`src/rtl/hazard_fwd_ctrl.sv`:
```
// Pipeline hazard controller: EXE operand forwarding selects, load-use / RAW
// stall, branch flush, memory-wait freeze, wait watchdog and saturating
// stall/flush event counters.
module hazard_fwd_ctrl #(
  parameter int unsigned TIMEOUT = 64,
  parameter int unsigned CNT_W   = 16
) (
  input  logic             clk_i,
  input  logic             rst_i,
  input  logic             cfg_forward_en_i,
  input  logic [3:0]       id_src1_i,
  input  logic [3:0]       id_src2_i,
  input  logic             id_two_src_i,
  input  logic [3:0]       exe_src1_i,
  input  logic [3:0]       exe_src2_i,
  input  logic             exe_wb_en_i,
  input  logic             exe_mem_read_i,
  input  logic [3:0]       exe_dest_i,
  input  logic             exe_branch_i,
  input  logic             mem_wb_en_i,
  input  logic [3:0]       mem_dest_i,
  input  logic             wb_wb_en_i,
  input  logic [3:0]       wb_dest_i,
  input  logic             mem_req_i,
  input  logic             mem_ready_i,
  output logic [1:0]       sel_src1_o,
  output logic [1:0]       sel_src2_o,
  output logic             stall_front_o,
  output logic             bubble_o,
  output logic             flush_o,
  output logic             freeze_all_o,
  output logic             mem_timeout_o,
  output logic [CNT_W-1:0] stall_cnt_o,
  output logic [CNT_W-1:0] flush_cnt_o
);

  localparam int unsigned WaitW = $clog2(TIMEOUT + 1);

  typedef enum logic [0:0] {StRun, StWait} state_e;

  state_e             state_q, state_d;
  logic [WaitW-1:0]   wait_cnt_q, wait_cnt_d;
  logic               timeout_q, timeout_d;
  logic [CNT_W-1:0]   stall_cnt_q, stall_cnt_d;
  logic [CNT_W-1:0]   flush_cnt_q, flush_cnt_d;
  logic               fwd_en_q;

  logic               haz;
  logic               stall;

  // MEM result beats WB data when both write the operand's register.
  function automatic logic [1:0] fwd_sel(input logic       fwd_en,
                                         input logic [3:0] src,
                                         input logic       mem_en,
                                         input logic [3:0] mem_dest,
                                         input logic       wb_en,
                                         input logic [3:0] wb_dest);
    logic [1:0] sel;
    sel = 2'b00;
    if (fwd_en) begin
      if (mem_en && (mem_dest == src)) begin
        sel = 2'b01;
      end else if (wb_en && (wb_dest == src)) begin
        sel = 2'b10;
      end
    end
    return sel;
  endfunction

  // Does a producer writing dest collide with a source read by the ID instruction?
  function automatic logic hit(input logic [3:0] dest,
                               input logic       en,
                               input logic [3:0] src1,
                               input logic [3:0] src2,
                               input logic       two_src);
    return en && ((dest == src1) || (two_src && (dest == src2)));
  endfunction

  // Combinational forwarding, hazard, freeze, flush and stall decisions.
  always_comb begin
    sel_src1_o = fwd_sel(fwd_en_q, exe_src1_i, mem_wb_en_i, mem_dest_i, wb_wb_en_i, wb_dest_i);
    sel_src2_o = fwd_sel(fwd_en_q, exe_src2_i, mem_wb_en_i, mem_dest_i, wb_wb_en_i, wb_dest_i);

    // WB never hazards: the register file writes before it reads.
    if (fwd_en_q) begin
      haz = exe_mem_read_i &&
            hit(exe_dest_i, exe_wb_en_i, id_src1_i, id_src2_i, id_two_src_i);
    end else begin
      haz = hit(exe_dest_i, exe_wb_en_i, id_src1_i, id_src2_i, id_two_src_i) ||
            hit(mem_dest_i, mem_wb_en_i, id_src1_i, id_src2_i, id_two_src_i);
    end

    freeze_all_o  = mem_req_i && !mem_ready_i;
    // A branch during a freeze stays in EXE and flushes once the freeze releases.
    flush_o       = exe_branch_i && !freeze_all_o;
    stall         = haz && !freeze_all_o && !exe_branch_i;
    stall_front_o = stall;
    bubble_o      = stall;
  end

  // Next-state for the wait FSM, watchdog and saturating counters.
  always_comb begin
    state_d     = state_q;
    wait_cnt_d  = wait_cnt_q;
    timeout_d   = timeout_q;
    stall_cnt_d = stall_cnt_q;
    flush_cnt_d = flush_cnt_q;

    unique case (state_q)
      StRun: begin
        wait_cnt_d = '0;
        if (freeze_all_o) begin
          state_d = StWait;
        end
      end
      StWait: begin
        if (wait_cnt_q != WaitW'(TIMEOUT)) begin
          wait_cnt_d = wait_cnt_q + 1'b1;
        end
        if (freeze_all_o && (wait_cnt_q >= WaitW'(TIMEOUT - 1))) begin
          timeout_d = 1'b1;
        end
        if (mem_ready_i || !mem_req_i) begin
          state_d = StRun;
        end
      end
      default: state_d = StRun;
    endcase

    if (stall && (stall_cnt_q != '1)) begin
      stall_cnt_d = stall_cnt_q + 1'b1;
    end
    if (flush_o && (flush_cnt_q != '1)) begin
      flush_cnt_d = flush_cnt_q + 1'b1;
    end
  end

  // State registers with synchronous active-high reset.
  always_ff @(posedge clk_i) begin
    if (rst_i) begin
      state_q     <= StRun;
      wait_cnt_q  <= '0;
      timeout_q   <= 1'b0;
      stall_cnt_q <= '0;
      flush_cnt_q <= '0;
      fwd_en_q    <= 1'b0;
    end else begin
      state_q     <= state_d;
      wait_cnt_q  <= wait_cnt_d;
      timeout_q   <= timeout_d;
      stall_cnt_q <= stall_cnt_d;
      flush_cnt_q <= flush_cnt_d;
      fwd_en_q    <= cfg_forward_en_i;
    end
  end

  assign mem_timeout_o = timeout_q;
  assign stall_cnt_o   = stall_cnt_q;
  assign flush_cnt_o   = flush_cnt_q;

endmodule

```
`config.mk`:
```
export PLATFORM = sky130hd
export DESIGN_NAME = hazard_fwd_ctrl
export DESIGN_NICKNAME = d
export VERILOG_FILES = /design/src/rtl/hazard_fwd_ctrl.sv
export SDC_FILE = /design/constraint.sdc
export NUM_CORES = 1
export LEC_CHECK = 0
export ABC_CLOCK_PERIOD_IN_PS = 2100
export CELL_PAD_IN_SITES_DETAIL_PLACEMENT = 2
export CELL_PAD_IN_SITES_GLOBAL_PLACEMENT = 2
export CORE_AREA = 2 2 106 108
export DETAILED_ROUTE_END_ITERATION = 8
export DIE_AREA = 0 0 108 110
export HOLD_SLACK_MARGIN = 0.02
export PLACE_DENSITY = 0.81
export SYNTH_ARGS = -nofsm -noshare
export SYNTH_HDL_FRONTEND = slang
export SYNTH_SLANG_ARGS = --single-unit
```
`constraint.sdc`:
```
create_clock -name clk_i -period 2.1 [get_ports clk_i]
set_input_delay 0.42 -clock clk_i [delete_from_list [all_inputs] [get_ports clk_i]]
set_output_delay 0.42 -clock clk_i [all_outputs]
set_load 0.02 [all_outputs]
```
[After elaboration in Yosys (flattened, before gate mapping)]
Cells that the tools add are included.
Word-level totals
  register bits after elaboration: 42
  input port bits: 39
  output and inout bits: 41
  logic and storage cells: 60
Cells by class
  multiplexer cells: 12
  magnitude comparators: 1
  add/sub/neg operators: 3
  eq/ne operators: 12
  bitwise operators: 1
  reductions and logical operators: 25
Operators by type and width (count)
  $add 16x1->16 const B: 2
  $eq 4x4->1: 8
  $ne 16x16->1 const B: 2
  $logic_and 1x1->1: 16
  $pmux 7 s2: 1
  $mux 2: 6
  $add 7x1->7 const B: 1
  $ge 7x6->1 const B: 1
  $mux 7: 1
  $ne 7x7->1 const B: 1
  $logic_not 1->1: 4
  $logic_or 1x1->1: 4
  $mux 1: 3
  $ne 2x1->1 const B: 1
  $pmux 1 s2: 1
  $reduce_and 2->1: 1
  $not 1->1: 1

[Longest topological paths before layout]
Gate-level depths: netlist of run 1.
  depth after elaboration: 9
  mapped depth: 9

[Least setup slack after synthesis of run 1]
Ideal clock, no wire load.
  path type: in2out
  start: input mem_dest_i[1]
  end: output stall_front_o
  data arrival time: 1.775 ns
  cell stages on the path: 9
  data required time: 1.680 ns
  slack: -0.095 ns
  path through: buf_6 -> xnor2_1 -> nand3_1 -> nor3_1 -> o31ai_2 -> buf_2 -> buf_2 -> inv_1 -> buf_4
Between the ends
  word-level cells in the longest chain between the ends: 8
  elaborated cells between the ends (all ways): 9
  classes of those cells: eq/ne: 2; mux: 1; reduce/logical: 6
RTL lines
  start: declaration: RTL line 21  | input logic [3:0] mem_dest_i,
  $eq 4x4->1: RTL line 76  | return en && ((dest == src1) || (two_src && (dest == src2)));
  $logic_and 1x1->1: RTL line 76
  $logic_or 1x1->1 *: RTL line 76
  $logic_and 1x1->1 *: RTL line 76
  $logic_or 1x1->1 *: RTL line 89  | haz = hit(exe_dest_i, exe_wb_en_i, id_src1_i, id_src2_i, id_two_src_i) ||
  $mux 1 *: RTL line 85  | if (fwd_en_q) begin
  $logic_and 1x1->1 * (2 in a row): RTL line 96  | stall = haz && !freeze_all_o && !exe_branch_i;
  end: declaration: RTL line 28  | output logic stall_front_o,
Mark *: on every way between the ends. The rest lies on a longest branch, timed or not.

[Worst setup path after layout of run 1]
  start: input wb_dest_i[1]
  end: output sel_src1_o[1]
Between the ends
  word-level cells in the longest chain between the ends: 5
RTL lines
  start: declaration: RTL line 23  | input logic [3:0] wb_dest_i,
  $eq 4x4->1: RTL line 63  | end else if (wb_en && (wb_dest == src)) begin
  $logic_and 1x1->1: RTL line 63
  $mux 2: RTL line 63
  $mux 2: RTL line 61  | if (mem_en && (mem_dest == src)) begin
  $mux 2: RTL line 60  | if (fwd_en) begin
  end: declaration: RTL line 26  | output logic [1:0] sel_src1_o,
Every way passes these cells.

==> flow_summary.toml, run 1 <==
[finish]
nets = 434
fillerInstances = 1189
area_delta_synth_final_pct = 56.7
utilization_pct = 35.3
drive_gt1_share_pct = 21.7
diodes = 0
most-common-layout-cells = "dfxtp_1 (41), clkdlybuf4s50_1 (41), nor2_1 (26), buf_4 (26)"
fin_area_mm2 = 0.00377
finalNonFillerCells = 532

[clock_network]
clk_path_buf_depth = 2
cts-root-buf = "clkbuf_8"
clock_sinks = 42
cts_tree = "done"
htreeDepth = 2
cts.reportedPaths.clkPinSlew_ns = 0.08
cts_hold_buf = 0
insertion_delay_ns = 0.30
cts_buffers = 5

[timing]
timing.final.ws_setup_ns = 0.0468
worst_pin_slew_ns = 0.412
period_minus_slack_ns = 2.05
setup_tns_ns = 0
finalHoldViolations = 0
slew_headroom_pct = 72.4
hold_slack_ns = 0.456
fmax_mhz = 487
timing.final.crit_share_pct = 97.8
setup_viol = 0
fin_skew_ns = 0.00420
drv_slew = 0
rsz0062_at_grt = "yes"

[floorplanning]
start_util_pct = 22.5
row_count = 38
ios = 80
die_area_mm2 = 0.0119
die_width_um = 108
coreArea_mm2 = 0.0107
fp.dieH_um = 110

[power]
p_total_mw = 1.67
p_per_area_mw_per_mm2 = 444
power.internal_mw = 1.22
pwr-share-seq_pct = 48.3
sw_frac_of_total_pct = 27.1
power.leakage_nw = 1.35
ir_drop_mv = 0.227
comb_power_share_pct = 18.3
clkPwrFrac_pct = 33.3
p_switching_mw = 0.455

[worst_hold_path]
hold_path_class = "reg2reg"
hp-start = "mem_timeout_o"
whs_endpoint = "mem_timeout_o"
holdPathStages = 2

[critical_path]
required_ns = 1.68
reg2reg_to = "stall_cnt_o[8]"
path_max_fanout = 2
r2r_start = "stall_cnt_o[1]"
reg2reg_slack_ns = 0.16
arrival_ns = 1.63
crit_type = "in2out"
crit_path_end_kind = "output port"
worstSetupStartpointType = "input pin"
ff2ff_path_depth = 7

[global_route]
grt_pass1_vias = 2870
grt_pass1_wl_mm = 14.2
track_usage_pct = 15.3
grt_max_degree = 30
antenna_found_initial = 0
grt-ovfl-total = 0

[drt]
vias = 2533
drc = 0
wirelength_mm = 8.47
post_drt_via_cell_ratio = 4.76
drt_iter0_markers = 67
drt_pass1_iterations = 4
antenna_left = 0
wl_per_cell_um = 15.9

[placement]
dp_worst_setup_slack_ns = -0.825
dpl.hpwl_mm = 6.42
dp_cells = 523
io_buffer_count = 79
gp_congestion = 0.774
post_dp_cell_area_mm2 = 0.00355

[status]
outcome = "finished clean"

[synthesis]
syn_area_mm2 = 0.00241
yosysWarnings = 0
ys_top_cells_by_area = "dfxtp_1 (35%), xnor2_1 (9.8%), xor2_1 (7.6%)"
synth.net_count = 330
synthCells = 287
yosysTopAreaCell = "dfxtp_1"
synth_seq_cells = 42
synth_top_area_share_pct = 34.9
ys_types = 43
seq_area_frac_synth_pct = 34.9
avgSynthCellArea_um2 = 8.39

[run]
maxCapViolations = 0
==> critical path: stages <==
cell             delay [ns]
clkdlybuf4s50_1        0.54
xnor2_1                0.15
nand3_1                0.13
nor4_2                 0.18
buf_2                  0.21
==> power groups by stage <==
stage | sequential (mW) | clock [mW] | combinational (mW)
6_report | 0.809 | 0.558 | 0.307
5_1_grt | 0.811 | 0.628 | 0.332
4_1_cts | 0.809 | 0.598 | 0.296
3_5_place_dp | 0.828 | 0 | 0.281
3_3_place_gp | 0.828 | 0 | 0.270
2_1_floorplan | 0.833 | 0 | 0.110
==> synthesized netlist by cell type (all sizes together) <==
cell type   n
o211ai      1
inv         9
a31oi       1
or3         4
xor2       21
o41ai       1
nand4b      1
and3        5
o22ai       1
nand2b      4
nor2       27
and4        3
nor3b       1
nand4      10
o2111ai     1
xnor2      28
o21ba       1
buf         6
mux2        1
nand2      16
or4        11
nor3        6
dfxtp      42
o31ai      12
ha          4
o21ai       5
mux2i       2
o31a        1
a21oi      19
and2        4
nor4        8
nand3      22
clkbuf      5
a211oi      1
a21boi      1
nor2b       2
==> kinds of logic (layout without fill, tap and decap cells) <==
family                     count (synthesis)  in the layout  synth area share [%]
xor gates and xnor gates                  49             49                  18.1
DFF                                       42             42                  34.9
AOI/OAI and AO/OA                         45             45                  11.9
adders and majority gates                  4              4                  2.08
buffers and inverters                     20            125                  4.05
and+or+nand+nor                          124            124                  27.6
muxes                                      3              3                  1.30
==> sequential cells by signal, indices dropped and copies added, names as in the netlist <==
register / cells
mem_timeout_o: 1
state_q: 1
stall_cnt_o: 16
wait_cnt_q: 7
fwd_en_q: 1
flush_cnt_o: 16
==> area by class of cell <==
cell class / count / area [um^2] / area share (%)
inverter: 9 / 33.8 / 0.896
tap: 140 / 175 / 4.64
multi-input combinational: 225 / 1670 / 44.2
timing repair buffer: 108 / 961 / 25.5
clock inverter: 1 / 5.00 / 0.133
sequential: 42 / 842 / 22.3
clock buffer: 7 / 86.3 / 2.29
==> how the worst max path moves through the flow <==
stage                        from       endpoint  slack, ns  cells after the start
floorplan           mem_dest_i[1]  stall_front_o       0.02                      9
global placement    mem_dest_i[1]  sel_src1_o[0]      -0.67                      7
detailed placement  mem_dest_i[1]  sel_src2_o[0]      -0.83                      7
CTS                  wb_dest_i[2]  sel_src2_o[1]     0.0006                      5
global route             fwd_en_q  stall_front_o      -0.01                      6
finish               wb_dest_i[1]  sel_src1_o[1]       0.05                      5
==> what timing repair did <==
action                     in CTS  in global routing
gates resized for setup       103                 29
setup buffers                   1                  0
setup endpoints to repair      24                 17
gates cloned                    0                  0
pin swaps                      15                 12
==> metal layers <==
layer | track usage, % | part of all wire (%)
met4 | 5.13 | 1.7
met1 | 16.4 | 39
met2 | 28.2 | 53
met3 | 5.11 | 6.7
met5 | 0 | 0
No activity file was read; power rests on OpenSTA's default activity.
==> run 2: changes to the inputs <==
--- a/config.mk
+++ b/config.mk
@@ -11,6 +11,7 @@
 export CORE_AREA = 2 2 106 108
 export DETAILED_ROUTE_END_ITERATION = 8
 export DIE_AREA = 0 0 108 110
+export GPL_TIMING_DRIVEN = 0
 export HOLD_SLACK_MARGIN = 0.02
 export PLACE_DENSITY = 0.81
 export SYNTH_ARGS = -nofsm -noshare
==> run 2 against run 1 <==
Compared with the run above: the run now ends with setup timing left; maximum frequency fell by 2.2%; power fell by 1.7%; critical path depth rose by 3; global-route usage fell by 1.0 points; register-to-register slack got worse by 0.03 ns; core utilization fell by 1.5 points.
==> flow_summary.toml, run 2 (synthesis results as in run 1) <==
[status]
outcome = "finished with violations"
violations = "setup timing"

[placement]
dpl.hpwl_mm = 6.43
gp_congestion = 0.779
io_buffer_count = 78
dp_worst_setup_slack_ns = -1.23
dp_cells = 505

[clock_network]
htreeDepth = 2
clock_sinks = 42
cts_tree = "done"
clk_path_buf_depth = 2
insertion_delay_ns = 0.30
cts.reportedPaths.clkPinSlew_ns = 0.08
cts-root-buf = "clkbuf_8"
cts_buffers = 5

[floorplanning]
row_count = 38
ios = 80
start_util_pct = 22.5
coreArea_mm2 = 0.0107
die_area_mm2 = 0.0119
die_width_um = 108
fp.dieH_um = 110

[timing]
fmax_mhz = 476
drv_slew = 0
fin_skew_ns = 0.00891
finalHoldViolations = 0
setup_viol = 1
timing.final.crit_share_pct = 100
timing.final.ws_setup_ns = -0.000229
slew_headroom_pct = 62.1
period_minus_slack_ns = 2.10
worst_pin_slew_ns = 0.569
rsz0062_at_grt = "yes"

[drt]
drt_pass1_iterations = 4
wirelength_mm = 8.23
wl_per_cell_um = 15.9
drc = 0
vias = 2485
drt_iter0_markers = 60
post_drt_via_cell_ratio = 4.81
antenna_left = 0

[finish]
diodes = 0
final_common_cell = "clkdlybuf4s50_1"
utilization_pct = 33.8
drive_gt1_share_pct = 17.5
nets = 419
area_delta_synth_final_pct = 50.2
most-common-layout-cells = "clkdlybuf4s50_1 (40), dfxtp_1 (38), nor2_1 (25)"
finalNonFillerCells = 517

[global_route]
antenna_found_initial = 0
gr-usage-met2_pct = 26.1
grt-ovfl-total = 0
met1_usage_pct = 16.0
grt_pass1_vias = 2727
grt_max_degree = 13
grt_pass1_wl_mm = 13.3
track_usage_pct = 14.3
busiest_layer = "met2"
grtUsageMet3_pct = 3.88

[critical_path]
worstSetupStartpointType = "flip-flop"
required_ns = 1.68
worstPathCellList = "inv_4 > o2111ai_4 > o22ai_2 > o31ai_4 > buf_6 > inv_4 > buf_6 > buf_6"
cp.buffers_inverters = 5
max_stage_delay_ns = 0.37
crit_type = "reg2out"
arrival_ns = 1.68
crit_path_end_kind = "output port"
path_max_fanout = 3
cp_top_family = "compound AO/OA/AOI/OAI gates"
cp_common_cell = "buf_6"
cp_slowest_cell = "dfxtp_2"

[power]
sw_frac_of_total_pct = 27.1
power.leakage_nw = 1.26
pwr-share-seq_pct = 49.3
p_total_mw = 1.65
ir_drop_mv = 0.198
clkPwrFrac_pct = 34.2
power.internal_mw = 1.20
p_per_area_mw_per_mm2 = 456
comb_power_share_pct = 16.5
p_switching_mw = 0.446

[run]
maxCapViolations = 0

[worst_hold_path]
hold_path_class = "reg2reg"
==> run 2: cell types whose count changed in the layout (fill, tap and decap cells not counted), moves of 3 or more <==
cell / previous run / this run
buf_4: 26 / 9
clkbuf_2: 9 / 4
clkbuf_1: 1 / 5
clkdlybuf4s15_2: 0 / 4
xor2_1: 14 / 18
xor2_2: 7 / 3
buf_12: 3 / 0
dfxtp_1: 41 / 38
dfxtp_2: 1 / 4
xnor2_1: 21 / 24
xnor2_2: 7 / 4
==> run 2: layer usage <==
layer / wire [um] / part of all wire, % / vias up
met5: 0 / 0 / -
met1: 3440 / 42 / 1205
met3: 447 / 5.4 / 9
met4: 134 / 1.6 / 0
li1: - / - / 1202
met2: 4210 / 51 / 69
==> run 2: worst min-delay path: stages (launching register included) <==
cell	delay, ns
dfxtp_1	0.32
inv_1	0.05
a21oi_1	0.05
==> run 2: timing repair <==
item | CTS | global route
hold buffers | 0 | 0
setup buffers | 4 | 1
pin swaps | 17 | 13
gates resized for setup | 111 | 27
setup endpoints to repair | 24 | 17
==> run 2: power groups by stage <==
stage	logic, mW	registers (mW)	clock network, mW
after global placement	0.246	0.829	0
after detailed placement	0.256	0.830	0
after floorplan	0.110	0.833	0
final	0.273	0.812	0.563
after CTS	0.267	0.811	0.590
after global routing	0.297	0.814	0.623
==> run 2: path summary, 6_finish.rpt <==
kind | from | endpoint | slack (ns) | cells after the start
setup / recovery | fwd_en_q | stall_front_o | -0.0002 | 8
hold / removal | mem_timeout_o | mem_timeout_o | 0.45 | 2
setup reg to reg | fwd_en_q | stall_cnt_o[5] | 0.13 | 8
hold reg to reg | mem_timeout_o | mem_timeout_o | 0.45 | 2
==> run 2: stage by stage <==
stage                     hold WS (ns)  cell area, um^2   TNS [ns]
after floorplan                  0.469             2410          0
after global placement           0.439             3370     -13.05
after detailed placement         0.450             3370     -15.27
after CTS                        0.461             3570     -0.211
after global routing             0.495             3620    -0.0962
final                            0.451             3620  -0.000229
==> run 2: layout make-up <==
class	count	area (um^2)
Clock buffer	7	86.3
Clock inverter	1	5.00
Fill cell	1210	7080
Timing Repair Buffer	83	757
Multi-Input combinational cell	225	1630
Tap cell	140	175
Buffer	10	75.1
Sequential cell	42	846
Inverter	9	38.8
